**config.mk**
```make
export PLATFORM = sky130hd
export DESIGN_NAME = seg_scan_ctrl
export DESIGN_NICKNAME = d
export VERILOG_FILES = /design/src/rtl/seg_pkg.sv /design/src/rtl/seg7_hex_dec.sv /design/src/rtl/seg_scan_ctrl.sv
export SDC_FILE = /design/constraint.sdc
export NUM_CORES = 1
export LEC_CHECK = 0
export BUFFER_PORTS_ARGS = -buffer_cell sky130_fd_sc_hd__buf_2
export CAP_MARGIN = 20
export CORE_MARGIN = 2
export CORE_UTILIZATION = 35
export CTS_CLUSTER_DIAMETER = 100
export DETAILED_ROUTE_END_ITERATION = 10
export PLACE_DENSITY_LB_ADDON = 0.05
export REMOVE_ABC_BUFFERS = 1
export SLEW_MARGIN = 10
export SYNTH_ARGS = -nofsm -noshare
export SYNTH_HDL_FRONTEND = slang
export SYNTH_SLANG_ARGS = --single-unit
```
**constraint.sdc**
```tcl
create_clock -name clk -period 4.7 [get_ports clk]
set_input_delay 0 -clock clk [delete_from_list [all_inputs] [get_ports clk]]
set_output_delay 0 -clock clk [all_outputs]
set_load 0.01 [all_outputs]
```
**src/rtl/seg_pkg.sv**
```systemverilog
`default_nettype none
// ============================================================================
//  Module   : seg_pkg
//  Purpose  : Shared constants and types for the multiplexed 7-segment
//             scan driver: blank pattern, hex glyph table, digit limits.
//  Revision : 1.0  initial release
// ============================================================================
package seg_pkg;

   // All segments and the decimal point off (active-low drive)
   localparam logic [7:0] SEG_BLANK = 8'hFF;

   // Glyph field with every segment off; decimal point handled separately
   localparam logic [6:0] GLYPH_OFF = 7'h7F;

   // Supported digit-bank sizes
   localparam int DIGITS_MIN = 1;
   localparam int DIGITS_MAX = 8;

   // Active-low g..a glyphs for nibbles 0..F (entry 15 listed first)
   localparam logic [15:0][6:0] HEX_GLYPH = {
      7'h0E, 7'h06, 7'h21, 7'h46,   // F E d C
      7'h03, 7'h08, 7'h10, 7'h00,   // b A 9 8
      7'h78, 7'h02, 7'h12, 7'h19,   // 7 6 5 4
      7'h30, 7'h24, 7'h79, 7'h40    // 3 2 1 0
   };

   // Phase within a digit slot
   typedef enum logic {
      PH_BLANK = 1'b0,
      PH_ON    = 1'b1
   } slot_phase_e;

endpackage
`default_nettype wire

```
**src/rtl/seg7_hex_dec.sv**
```systemverilog
`default_nettype none
// ============================================================================
//  Module   : seg7_hex_dec
//  Purpose  : Combinational nibble to active-low 7-segment glyph decoder.
//             With hex_en low, nibbles 10..15 decode to an unlit digit.
//  Revision : 1.0  initial release
// ============================================================================
module seg7_hex_dec
   import seg_pkg::*;
(
   input  logic [3:0] nibble,
   input  logic       hex_en,
   output logic [6:0] glyph
);

   // Table lookup, overridden to dark for letters when hex display is off
   always_comb begin
      glyph = HEX_GLYPH[nibble];
      if (!hex_en && (nibble > 4'd9)) begin
         glyph = GLYPH_OFF;
      end
   end

endmodule
`default_nettype wire

```
**src/rtl/seg_scan_ctrl.sv**
```systemverilog
`default_nettype none
// ============================================================================
//  Module   : seg_scan_ctrl
//  Purpose  : Multiplexed common-anode 7-segment scan driver. Walks the digit
//             bank one slot at a time, blanks the start of each slot to stop
//             ghosting, optionally hides leading zeros, and latches the input
//             image once per frame so a frame never mixes old and new data.
//  Revision : 1.0  initial release
// ============================================================================
module seg_scan_ctrl
   import seg_pkg::*;
#(
   parameter int NUM_DIGITS = 4,
   parameter int SCAN_DIV   = 50000,
   parameter int BLANK_CYC  = 500,
   parameter bit HEX_EN     = 1'b1
) (
   input  logic                    clk,
   input  logic                    rst_n,
   input  logic [4*NUM_DIGITS-1:0] data,
   input  logic [NUM_DIGITS-1:0]   dp,
   input  logic                    blank_lz,
   output logic [NUM_DIGITS-1:0]   wei_en,
   output logic [7:0]              duan,
   output logic                    frame_done
);

   localparam int DIV_W = $clog2(SCAN_DIV);
   localparam int IDX_W = (NUM_DIGITS > 1) ? $clog2(NUM_DIGITS) : 1;
   localparam logic [DIV_W-1:0] DIV_LAST = DIV_W'(SCAN_DIV - 1);
   localparam logic [IDX_W-1:0] IDX_LAST = IDX_W'(NUM_DIGITS - 1);

   // Scan counters
   logic [DIV_W-1:0] div_cnt_q, div_cnt_d;
   logic [IDX_W-1:0] idx_q,     idx_d;
   logic             div_last, idx_last;

   // Frame snapshot of the displayed image
   logic [4*NUM_DIGITS-1:0] data_sh_q, data_sh_d;
   logic [NUM_DIGITS-1:0]   dp_sh_q,   dp_sh_d;
   logic                    snap_load;

   // Decode path
   logic                  in_blank;
   slot_phase_e           phase;
   logic [NUM_DIGITS-1:0] lz_mask;
   logic                  zero_run;
   logic [3:0]            cur_nib;
   logic                  cur_dp;
   logic [6:0]            glyph;

   // Registered outputs
   logic [NUM_DIGITS-1:0] wei_en_q, wei_en_d;
   logic [7:0]            duan_q,   duan_d;
   logic                  frame_done_q, frame_done_d;

   assign div_last = (div_cnt_q == DIV_LAST);
   assign idx_last = (idx_q == IDX_LAST);

   // Blanking gap test; with no gap the slot is lit from its first cycle
   if (BLANK_CYC > 0) begin : g_blank_gap
      localparam logic [DIV_W-1:0] BLANK_LIM = DIV_W'(BLANK_CYC);
      assign in_blank = (div_cnt_q < BLANK_LIM);
   end else begin : g_no_gap
      assign in_blank = 1'b0;
   end

   // Slot prescaler and digit index advance
   always_comb begin
      div_cnt_d = div_cnt_q + 1'b1;
      idx_d     = idx_q;
      if (div_last) begin
         div_cnt_d = '0;
         idx_d     = idx_last ? '0 : idx_q + 1'b1;
      end
   end

   // Snapshot capture at the first cycle of every frame; decode sees the
   // value being captured so the opening slot already shows the new frame
   always_comb begin
      snap_load = (div_cnt_q == '0) && (idx_q == '0);
      data_sh_d = snap_load ? data : data_sh_q;
      dp_sh_d   = snap_load ? dp   : dp_sh_q;
   end

   // Leading-zero mask, scanning from the most significant digit down
   always_comb begin
      zero_run = 1'b1;
      lz_mask  = '0;
      for (int i = NUM_DIGITS - 1; i >= 0; i--) begin
         zero_run = zero_run & (data_sh_d[4*i +: 4] == 4'h0);
         if (i != 0) begin
            lz_mask[i] = zero_run & blank_lz;
         end
      end
   end

   assign cur_nib = data_sh_d[{idx_q, 2'b00} +: 4];
   assign cur_dp  = dp_sh_d[idx_q];

   seg7_hex_dec u_dec (
      .nibble (cur_nib),
      .hex_en (HEX_EN),
      .glyph  (glyph)
   );

   // Next output image from the current counter state
   always_comb begin
      phase        = in_blank ? PH_BLANK : PH_ON;
      wei_en_d     = '1;
      duan_d       = SEG_BLANK;
      frame_done_d = div_last && idx_last;
      if (phase == PH_ON) begin
         for (int i = 0; i < NUM_DIGITS; i++) begin
            wei_en_d[i] = (idx_q != IDX_W'(i));
         end
         duan_d = {~cur_dp, lz_mask[idx_q] ? GLYPH_OFF : glyph};
      end
   end

   // State and output registers; enables and segments update together
   always_ff @(posedge clk or negedge rst_n) begin
      if (!rst_n) begin
         div_cnt_q    <= '0;
         idx_q        <= '0;
         data_sh_q    <= '0;
         dp_sh_q      <= '0;
         wei_en_q     <= '1;
         duan_q       <= SEG_BLANK;
         frame_done_q <= 1'b0;
      end else begin
         div_cnt_q    <= div_cnt_d;
         idx_q        <= idx_d;
         data_sh_q    <= data_sh_d;
         dp_sh_q      <= dp_sh_d;
         wei_en_q     <= wei_en_d;
         duan_q       <= duan_d;
         frame_done_q <= frame_done_d;
      end
   end

   assign wei_en     = wei_en_q;
   assign duan       = duan_q;
   assign frame_done = frame_done_q;

endmodule
`default_nettype wire

```
=== Word level (Yosys, flattened, before mapping) ===
Memories as Yosys holds them, arrays and structs flattened.
Cells that the tools add are included.

* Register bits after elaboration: 51
* Bits in read-only memories: 112
* Output and inout bits: 13
* Logic and storage cells: 45
* Memories: 1

* Add/subtract/negate cells: 2
* $lt $le $gt $ge: 3
* Equality and inequality tests: 5
* Shift operators: 1
* Multiplexer cells: 12
* Bitwise gates (word level): 6
* Reductions and logical operators: 8

{| class="wikitable"
|+ Memory list
! name !! depth !! bits a word !! read ports !! clocked after Yosys merged registers in !! write ports !! RTL line !! text
|-
| (no name shown) || 16 || 7 || 1 || 0 || 0 || seg7_hex_dec.sv:18 || <nowiki>glyph = HEX_GLYPH[nibble];</nowiki>
|}

{| class="wikitable"
|+ Operators with widths
! cell !! count
|-
| two-way mux 16 bit || 2
|-
| adder 16 x 1 -> 16 bit, second input constant || 1
|-
| equality test 16 bit, second input constant || 1
|-
| zero test 16 bit || 1
|-
| < comparator 16 x 9 -> 1 bit, second input constant || 1
|-
| indexed part select 16 x 5 -> 4 bit || 1
|-
| two-way mux 7 bit || 2
|-
| zero test 4 bit || 3
|-
| two-way mux 4 bit || 2
|-
| two-way mux 8 bit || 1
|-
| bitwise AND 1 bit || 5
|-
| < comparator 4 x 5 -> 1 bit, second input constant || 1
|-
| binary-select mux 1 bit (select 2 bit) || 2
|-
| inequality test 2 bit, second input constant || 2
|-
| < comparator 2 x 3 -> 1 bit, second input constant || 1
|-
| adder 2 x 1 -> 2 bit, second input constant || 1
|-
| equality test 2 bit, second input constant || 1
|-
| logical AND 1 bit || 2
|-
| zero test 2 bit || 1
|-
| two-way mux 1 bit || 2
|-
| two-way mux 2 bit || 1
|-
| inequality test 2 x 1 -> 1 bit, second input constant || 1
|-
| nonzero test 2 bit || 1
|-
| NOT 1 bit || 1
|}

=== Depth between registers and ports, before layout ===
* Depth after elaboration: 11
* Depth in mapped cells: 15

=== Cells and area by module ===
From an unflattened synthesis, not the netlist that was laid out.

* Cells, all modules: 235
* Area, all modules: 2736.4 µm²

{| class="wikitable"
|+ By module, submodules not included
! module !! instances !! cells an instance !! area an instance (µm²) !! sequential area each (µm²)
|-
| seg_scan_ctrl || 1 || 193 || 2426.1 || 1291.2
|-
| seg7_hex_dec || 1 || 42 || 310.3 || 0.0
|}

=== Worst setup path before layout ===
OpenSTA, ideal clock, no wires.

* Kind: flip-flop to flip-flop
* Start: register idx_q[1]
* End: register duan_q[3], in the netlist duan[3]
* Arrival: 3.288 ns
* Setup slack: 1.347 ns
* Cell stages (with the launch flop): 15
* Period minus slack after synthesis: 3.353 ns
* Cell sequence: dfrtp_1 -> clkbuf_1 -> inv_2 -> ha_1 -> nor4bb_1 -> nand4b_1 -> or2_4 -> buf_6 -> mux2_4 -> mux4_2 -> clkinv_2 -> ha_1 -> a2bb2oi_1 -> a22o_1 -> nand2_1

{| class="wikitable"
|+ RTL lines
! what !! RTL line !! text
|-
| start: declaration || seg_scan_ctrl.sv:35 || <nowiki>logic [IDX_W-1:0] idx_q, idx_d;</nowiki>
|-
| start signal: assignment || seg_scan_ctrl.sv:133 || <nowiki>idx_q <= idx_d;</nowiki>
|-
| zero test 2 bit || seg_scan_ctrl.sv:81 || <nowiki>snap_load = (div_cnt_q == '0) && (idx_q == '0);</nowiki>
|-
| logical AND 1 bit || seg_scan_ctrl.sv:81 ||
|-
| two-way mux 16 bit || seg_scan_ctrl.sv:82 || <nowiki>data_sh_d = snap_load ? data : data_sh_q;</nowiki>
|-
| named net data_sh_d[0] || seg_scan_ctrl.sv:39 || <nowiki>logic [4*NUM_DIGITS-1:0] data_sh_q, data_sh_d;</nowiki>
|-
| indexed part select 16 x 5 -> 4 bit || seg_scan_ctrl.sv:98 || <nowiki>assign cur_nib = data_sh_d[{idx_q, 2'b00} +: 4];</nowiki>
|-
| memory read (16 x 7 bit) || n/a ||
|-
| two-way mux 7 bit (implied by the code) || seg7_hex_dec.sv:18 ||
|-
| two-way mux 7 bit || seg_scan_ctrl.sv:117 || <nowiki>duan_d = {~cur_dp, lz_mask[idx_q] ? GLYPH_OFF : glyph};</nowiki>
|-
| two-way mux 8 bit || seg_scan_ctrl.sv:113 || <nowiki>if (phase == PH_ON) begin</nowiki>
|-
| named net duan_d[3] || seg_scan_ctrl.sv:54 || <nowiki>logic [7:0] duan_q, duan_d;</nowiki>
|-
| end signal: assignment || seg_scan_ctrl.sv:137 || <nowiki>duan_q <= duan_d;</nowiki>
|-
| end: declaration || seg_scan_ctrl.sv:54 ||
|}

The timed path passes the listed nets, and every way through them passes these cells. The select of a mux whose other input is x is not followed.
A chain may end at the register's enable or synchronous reset.

=== Worst setup path in the final report ===
* Start: register idx_q[0]
* End: register duan_q[3], in the netlist duan[3]

The elaborated chain is that of the path after synthesis.

==> reports/results.tsv <==
stage	metric	value	unit
detailed_routing	first-pass iteration count of the detailed router	4	
synth	FF+latch count, synth	51	
critical_path	crit start category	register	
global_route	initial antenna violation count	0	
hold_path	Hold Crit Depth	3	
detailed_routing	wire per inst	14.7	µm
job	MaxCap Viol Count	0	
floorplanning	die width	90.5	µm
detailed_routing	final wirelength	6080	µm
detailed_routing	Iter 0 DRT Violations	54	
hold_path	Hold EP	data_sh_q[11]	
critical_path	critical path's slowest cell	mux4_2	
sta	final hold violation count	0	
sta	Rel. slew slack	47.5	%
power	internal power	654	µW
power	Switching Fraction	22.1	%
global_route	global-route wire length before repair	10400	µm
power	Max rail drop VDD	0.000132	V
finish	footprint of the multi-input gates	1250	µm²
sta	Final Max Tran Viols	0	
global_route	aggregate global routing overflow	0	
placement	port buffer count	35	
sta	Slew @ Worst Pin	0.784	ns
global_route	total track usage	15.7	%
sta	Worst Skew	0.00608	ns
floorplanning	Die Area	8190	µm²
synth	top post-synthesis cells by count	nand2_1 (59), dfrtp_1 (39), nor2_1 (17)	
detailed_routing	remaining routing DRC violations	0	
floorplanning	core area	7250	µm²
critical_path	reg2reg start	idx_q[0]	
clock_network	CTS max path bufs	2	
synth	Syn Area/Cell	10.2	µm²
clock_network	Skew-Pair Late Insertion Delay	0.30	ns
clock_network	CTS sink count	51	
finish	Core Util, Final	44.4	%
critical_path	cells on worst reg2reg path	12	
sta	RSZ-0062 raised after global routing	false	
clock_network	cts bufs inserted	5	
synth	area leader, netlist	dfrtp_1	
placement	Final HPWL DP	4310	µm
synth	sequential area share after synthesis	49.3	%
floorplanning	die height	90.5	µm
sta	Fin Setup TNS	0	ns
hold_path	hold path startpoint	data[11]	
critical_path	CP max stage delay	0.56	ns
finish	final instance count without filler cells	413	
global_route	largest net degree at the start of global routing	52	
power	Combinational Power Share	8.2	%
power	power share of the sequential group	53.8	%
global_route	number of global-route vias before repair	2014	
placement	RePlAce Congestion	0.740	
finish	Area growth, synth to finish	23.1	%
run_status	status	finished, final reports clean	
finish	FF+latch area	1290	µm²
synth	post-synthesis cell type count	49	
clock_network	H-tree depth	2	
sta	Tmin final	3.71	ns
finish	Ant. Diodes	0	
synth	Post-synth EDFFs	0	
critical_path	Reg-to-Reg End	duan[3]	
detailed_routing	post-route ant nets	0	
floorplanning	Placement Rows	31	
synth	ys flop type	dfrtp_1	
detailed_routing	vias post-DR	1982	
sta	Setup-failing EPs final	0	
power	leakage power	0.00147	µW
clock_network	setup repair bufs after CTS	0	
floorplanning	starting density of the core	36.1	%
critical_path	crit end category	register	
power	pwr/cell area	260	nW/µm²
critical_path	Crit. Startpoint	idx_q[0]	
synth	FFs w/ async S/R, synth	100	%
critical_path	Worst Path Max Fanout	20	
synth	top cells by area, synth	dfrtp_1 (37%), dfstp_2 (12%), nand2_1 (8.5%)	
synth	mapped cell area	2620	µm²
hold_path	Hold Path Class	in2reg	
floorplanning	Ports	36	
critical_path	WP data required	4.94	ns
clock_network	CTS root buf	clkbuf_8	
synth	Mapped Cells	256	
synth	top-count cell post-synth	nand2_1	
sta	Peak Freq	269	MHz
synth	synth warn	0	
placement	dpl cells	386	
power	Final Power	839	µW
synth	Synth top area share	37.3	%
power	clock network fraction of total power	38.0	%
critical_path	crit path DAT	3.95	ns
sta	fin crit share	79.0	%
critical_path	cell mode on critical path	ha_1	
clock_network	CTS tree	done	
critical_path	R2R Setup Slk	0.99	ns
detailed_routing	Vias/cell	4.80	
critical_path	kind of critical path	reg2reg	
finish	filler instances	711	
clock_network	PostCTS Resize Cnt	0	
power	Psw	185	µW
clock_network	hold_buf cts	19	
clock_network	clock slew seen by the registers of the worst setup and hold paths	0.10	ns
finish	share of post-route cells with drive strength above 1	24.8	%
critical_path	crit path cell chain	inv_1 -> ha_1 -> nor4bb_1 -> nand4b_1 -> or2_4 -> mux2_4 -> mux4_2 -> clkinv_2 -> ha_1 -> a2bb2oi_1 -> a22o_1 -> nand2_1	
finish	fin nets	347	
## registers in the layout, indices dropped and copies added, names as in the netlist
register / flops
div_cnt_q: 16
idx_q: 2
dp_sh_q: 4
wei_en: 4
frame_done: 1
data_sh_q: 16
duan: 8
## how the worst max path moves through the flow
stage / end / slack [ns] / cells past startpoint
floorplan: duan[3] / 1.42 / 12
global placement: duan[3] / 1.12 / 12
detailed placement: duan[3] / 1.0 / 12
CTS: duan[3] / 0.97 / 12
global route: duan[3] / 0.71 / 12
finish: duan[3] / 0.99 / 12
## critical path: cells and delay by family (launching register included)
family | cells | cell delay (ns)
simple gates | 4 | 0.94
mux | 2 | 0.90
flops | 1 | 0.54
fa+ha+maj | 2 | 0.50
buf+inv | 2 | 0.40
compound gates | 2 | 0.39
## area by class of cell
cell class | count | area share [%]
Sequential cell | 51 | 40.1
Multi-Input combinational cell | 186 | 38.8
Timing Repair Buffer | 58 | 12.3
Inverter | 11 | 1.32
Tap cell | 99 | 3.84
Clock inverter | 2 | 1.09
Clock buffer | 6 | 2.56
## per-layer routing
layer | up-vias | global-route usage (%) | share of wire [%]
met5 | - | 0 | 0
met2 | 29 | 25.4 | 48
met4 | 0 | 3.46 | 0.48
met3 | 2 | 3.01 | 2.7
met1 | 962 | 21.9 | 49
li1 | 989 | - | -
## power by group through the flow
stage / Sequential (µW) / Clock [µW] / Combinational [µW]
6_report: 452 / 319 / 68.7
3_3_place_gp: 460 / 0 / 57.5
5_1_grt: 453 / 349 / 77.2
4_1_cts: 452 / 329 / 69.7
2_1_floorplan: 459 / 0 / 29.4
3_5_place_dp: 460 / 0 / 57.1
## per-stage QoR
| stage | hold slack (ns) | area, µm² | setup WS (ns) |
|---|---|---|---|
| floorplan | -0.296 | 2580 | 1.42 |
| global placement | 0.171 | 2910 | 1.12 |
| detailed placement | 0.162 | 2910 | 0.997 |
| CTS | 0.0243 | 3220 | 0.971 |
| global route | 0.0292 | 3220 | 0.715 |
| finish | 0.0261 | 3220 | 0.988 |
## cell usage in the layout, fill, tap and decap left out, types with 3 or more instances in the layout
cell | synthesis | layout
dfstp_2 | 12 | 12
and3_1 | 4 | 4
nor3_1 | 3 | 3
o221ai_1 | 4 | 4
mux4_2 | 4 | 4
dlygate4sd3_1 | 0 | 19
xnor2_1 | 7 | 7
xor2_1 | 7 | 7
nor2_1 | 17 | 17
mux2i_1 | 8 | 8
ha_1 | 11 | 11
dfrtp_1 | 39 | 39
o21ai_0 | 8 | 8
nor4_1 | 7 | 6
nand4_1 | 3 | 3
buf_4 | 0 | 4
nor2b_1 | 3 | 3
buf_2 | 1 | 35
inv_1 | 9 | 9
nand3_1 | 10 | 10
mux2_4 | 4 | 4
nand2_1 | 59 | 59
clkbuf_8 | 0 | 6
## logic make-up (layout without fill, tap and decap cells)
kind of cell             Yosys count  in the layout  synth area share, %
adder cells (fa/ha/maj)           11             11                 5.26
AND/OR/NAND/NOR                  117            117                 20.6
XOR/XNOR                          14             14                 4.68
multiplexers                      18             18                 9.66
AO/OA/AOI/OAI                     26             26                 7.36
flip-flops                        51             51                 49.3
buffers and inverters             19             77                 3.11
No activity file was read; power rests on OpenSTA's default activity.
